==> src/rtl/axi_rd_skid.sv <==
// Two-entry valid/ready buffer on the R channel. The head entry drives the
// outputs and only changes when it is consumed, so data stays stable under
// back-pressure. The producer must respect 'level' (it never pushes into a
// full buffer unless a pop happens in the same cycle).
module axi_rd_skid #(
  parameter int W = 8
) (
  input  logic         I_clk,
  input  logic         I_rst,
  input  logic         in_valid,
  input  logic [W-1:0] in_data,
  output logic         out_valid,
  input  logic         out_ready,
  output logic [W-1:0] out_data,
  output logic [1:0]   level
);

  logic [W-1:0] head;
  logic [W-1:0] spare;
  logic [1:0]   count;
  logic         push;
  logic         pop;

  assign push      = in_valid;
  assign pop       = (count != 2'd0) && out_ready;
  assign out_valid = (count != 2'd0);
  assign out_data  = head;
  assign level     = count;

  // Push/pop bookkeeping; the head only moves when it is popped or empty.
  // NOTE: sequential state uses non-blocking assignments so every register samples pre-edge values.
  always_ff @(posedge I_clk) begin
    if (I_rst) begin
      count <= 2'd0;
      head  <= '0;
      spare <= '0;
    end else begin
      unique case ({push, pop})
        2'b10: begin
          if (count == 2'd0) head <= in_data;
          else               spare <= in_data;
          count <= count + 2'd1;
        end
        2'b01: begin
          if (count == 2'd2) head <= spare;
          count <= count - 2'd1;
        end
        2'b11: begin
          if (count == 2'd1) begin
            head <= in_data;
          end else begin
            head  <= spare;
            spare <= in_data;
          end
        end
        default: ;
      endcase
    end
  end

endmodule

==> config.mk <==
export PLATFORM = sky130hd
export DESIGN_NAME = axi_rd_skid
export DESIGN_NICKNAME = d
export VERILOG_FILES = /design/src/rtl/axi_rd_skid.sv
export SDC_FILE = /design/constraint.sdc
export NUM_CORES = 1
export LEC_CHECK = 0
export ABC_CLOCK_PERIOD_IN_PS = 2200
export BUFFER_PORTS_ARGS = -buffer_cell sky130_fd_sc_hd__buf_4
export CORE_ASPECT_RATIO = 1.5
export CORE_MARGIN = 8
export CORE_UTILIZATION = 45
export DETAILED_ROUTE_END_ITERATION = 6
export PLACE_DENSITY = 0.69
export SYNTH_ARGS = -nofsm -noshare
export SYNTH_HDL_FRONTEND = slang
export SYNTH_SLANG_ARGS = --single-unit
==> constraint.sdc <==
create_clock -name I_clk -period 2.2 [get_ports I_clk]
set_input_delay 0.33 -clock I_clk [delete_from_list [all_inputs] [get_ports I_clk]]
set_output_delay 0.33 -clock I_clk [all_outputs]
set_load 0.02 [all_outputs]
==> impl_metrics.json <==
{
  "yosys_warnings": 0,
  "critPathRequiredTime_ns": 2.35,
  "fmax_mhz": 495.7,
  "synth_largest_area_cell": "dfxtp_1",
  "tns_ns": 0,
  "grt_usage": 0.1176,
  "syn_nets": 112,
  "synth_edf_count": 0,
  "cts_tree": "yes",
  "synth_commonest_cells": "dfxtp_1 (18), inv_1 (12), nor2_1 (11)",
  "cpMaxStageDelayCell": "or2_0",
  "p_leak_nw": 0.5249,
  "firstDrtPassIters": 4,
  "cts_buffers": 3,
  "grt_max_degree": 19,
  "cts_hold_buf": 0,
  "hold_class": "in -> reg",
  "cp-end-kind": "flop",
  "slew_viol_final": 0,
  "status": "completed",
  "core_sq_um": 1952,
  "setup_viol": 0,
  "p_sw_w": 0.0005078,
  "nFillCells": 186,
  "port_buffers": 22,
  "first_iter_violations": 23,
  "clock-root-buffer": "clkbuf_4",
  "initial_core_util": 0.4622,
  "cpPeakStageDelay_ns": 0.41,
  "diodes": 0,
  "finClkSkew_ns": 0.002459,
  "ys.flop_type": "dfxtp_1",
  "grt_pass1_vias": 824,
  "htree_levels": 1,
  "vias": 783,
  "hold-worst-slack_ns": 0.2896,
  "post_cts_buffers": 0,
  "ios": 23,
  "cts_buffer_depth": 2,
  "cp_max_fo": 9,
  "gp_congestion": 0.7644,
  "r2r-end": "out_data[5]",
  "yosysUniqueCellTypes": 24,
  "cp-endpoint": "out_data[5]",
  "cap_viol_max_count": 0,
  "period_share": 0.9170,
  "rsz0062_at_grt": "no",
  "cp-start-kind": "flop",
  "cp_num_cells": 6,
  "dp_hpwl_um": 1580,
  "pwr-share-seq": 0.369,
  "switching_share": 0.4015,
  "syn2layout_area_growth_pct": 21.36,
  "hold_viol": 0,
  "drt-total-wl_um": 2024,
  "synth_seq_cells": 18,
  "power.share.clock": 0.123,
  "ys_seq_area_frac": 0.3994,
  "cp_cell_sequence": "inv_1 -> ha_1 -> or2_2 -> a21oi_4 -> or2_0 -> a211oi_1",
  "synth_area_per_cell_sq_um": 9.397,
  "clock-sinks": 18,
  "slew_headroom": 0.6058,
  "period_needed_ns": 2.017,
  "antenna_left": 0,
  "ctsResizeCount": 0,
  "synthCells": 96,
  "clk_pin_slew_ns": 0.09,
  "power_w": 0.001265,
  "drive_gt1_frac": 0.2735,
  "die_w_um": 52.56,
  "p_comb_frac": 0.508,
  "regToRegSetupSlack_ns": 0.18,
  "wl_per_cell_um": 14.56,
  "grt_overflow": 0,
  "async_flop_share": 0,
  "synth.top_cell.area_share": 0.3994,
  "worstMarginPinSlew_ns": 0.5896,
  "dp_cells": 136,
  "dieArea_sq_um": 3723,
  "critical_path_class": "reg -> reg",
  "fin_cells": 139,
  "rows": 20,
  "worst-r2r-cell-count": 6,
  "crit_buf_inv": 1,
  "crit_family": "simple AND/OR/NAND/NOR gates",
  "grt_pass1_wl_um": 3553,
  "nets": 135,
  "critPathLaunch": "level[0]",
  "die_height_um": 70.84,
  "drc": 0,
  "ir_drop_mv": 0.5357,
  "clk_latency_ns": 0.28,
  "synthTopCellsByArea": "dfxtp_1 (40%), mux2i_1 (8.9%), a2111oi_0 (7.8%)",
  "yosysMostFrequentCell": "dfxtp_1",
  "reg2reg_from": "level[0]",
  "powerDensity_nw_per_um2": 1155,
  "routed_via_density": 5.633,
  "antenna_found_initial": 0,
  "syn_area_sq_um": 902.1,
  "arrival_ns": 2.17,
  "p_int_w": 0.0007571
}
[worst min-delay path: cells and delay by family]
| family | cells | cell delay, ns |
|---|---|---|
| AND/OR/NAND/NOR | 1 | 0.07 |
| multiplexers | 1 | 0.06 |
| buffers and inverters | 1 | 0.08 |
[how the worst min path moves through the flow]
stage                           start     endpoint  slack [ns]  cells past startpoint
after floorplan              spare[0]     spare[0]        0.45                      2
after global routing       in_data[2]     spare[2]        0.29                      3
after CTS                  in_data[7]     spare[7]        0.29                      3
final                      in_data[7]     spare[7]        0.29                      3
after global placement    out_data[5]  out_data[5]        0.45                      2
after detailed placement  out_data[4]  out_data[4]        0.45                      2
[area by class of cell]
| class | count | area [sq um] | area share |
|---|---|---|---|
| multi-input cells | 62 | 474.2 | 0.4331 |
| flip-flops and latches | 18 | 360.3 | 0.3291 |
| repair buffers | 22 | 165.2 | 0.1509 |
| inverters | 12 | 45.04 | 0.04114 |
| well taps | 22 | 27.53 | 0.02514 |
| clock buffers | 3 | 22.52 | 0.02057 |
[layer usage]
layer	vias up	GRT usage	share of wire
met2	18	0.2053	0.52
met1	373	0.1306	0.41
met5	-	0	0
li1	386	-	-
met3	6	0.02096	0.043
met4	0	0.04913	0.022
[flip-flops by register name, indices dropped and copies added (netlist names)]
signal	cells
out_data	8
level	2
spare	8
[cell families after synthesis]
kind of cell,after synthesis,synth area share
adders and majority gates,4,0.05548
DFF,18,0.3995
and+or+nand+nor,27,0.1651
buffers and inverters,16,0.07627
xor gates and xnor gates,1,0.009711
AOI/OAI and AO/OA,22,0.2053
muxes,8,0.08877
[cell usage in the layout (no fill, tap or decap), types with 2 or more instances in the layout]
master	n
buf_4	22
dfxtp_1	18
inv_1	12
nor2_1	11
a211oi_1	9
and3_1	8
mux2i_1	8
a2111oi_0	7
ha_1	4
clkbuf_4	3
and2b_4	2
o21ai_0	2
[power by group through the flow]
stage | Clock [W] | Combinational (W) | Sequential [W]
final | 0.000155 | 0.000643 | 0.000467
after floorplan | 0 | 0.000363 | 0.000551
after global placement | 0 | 0.000634 | 0.000471
after global routing | 0.000175 | 0.000710 | 0.000481
after detailed placement | 0 | 0.000646 | 0.000475
after CTS | 0.000157 | 0.000647 | 0.000469
[stage by stage]
| step | util | area [sq um] | setup WS, ns |
|---|---|---|---|
| after CTS | 0.5603 | 1094 | 0.1868 |
| after floorplan | - | 902.1 | 0.3731 |
| after global placement | 0.5487 | 1071 | 0.2574 |
| final | 0.5609 | 1095 | 0.1826 |
| after global routing | 0.5609 | 1095 | 0.007555 |
| after detailed placement | 0.5487 | 1071 | 0.1905 |
No activity file was read; power rests on OpenSTA's default activity.
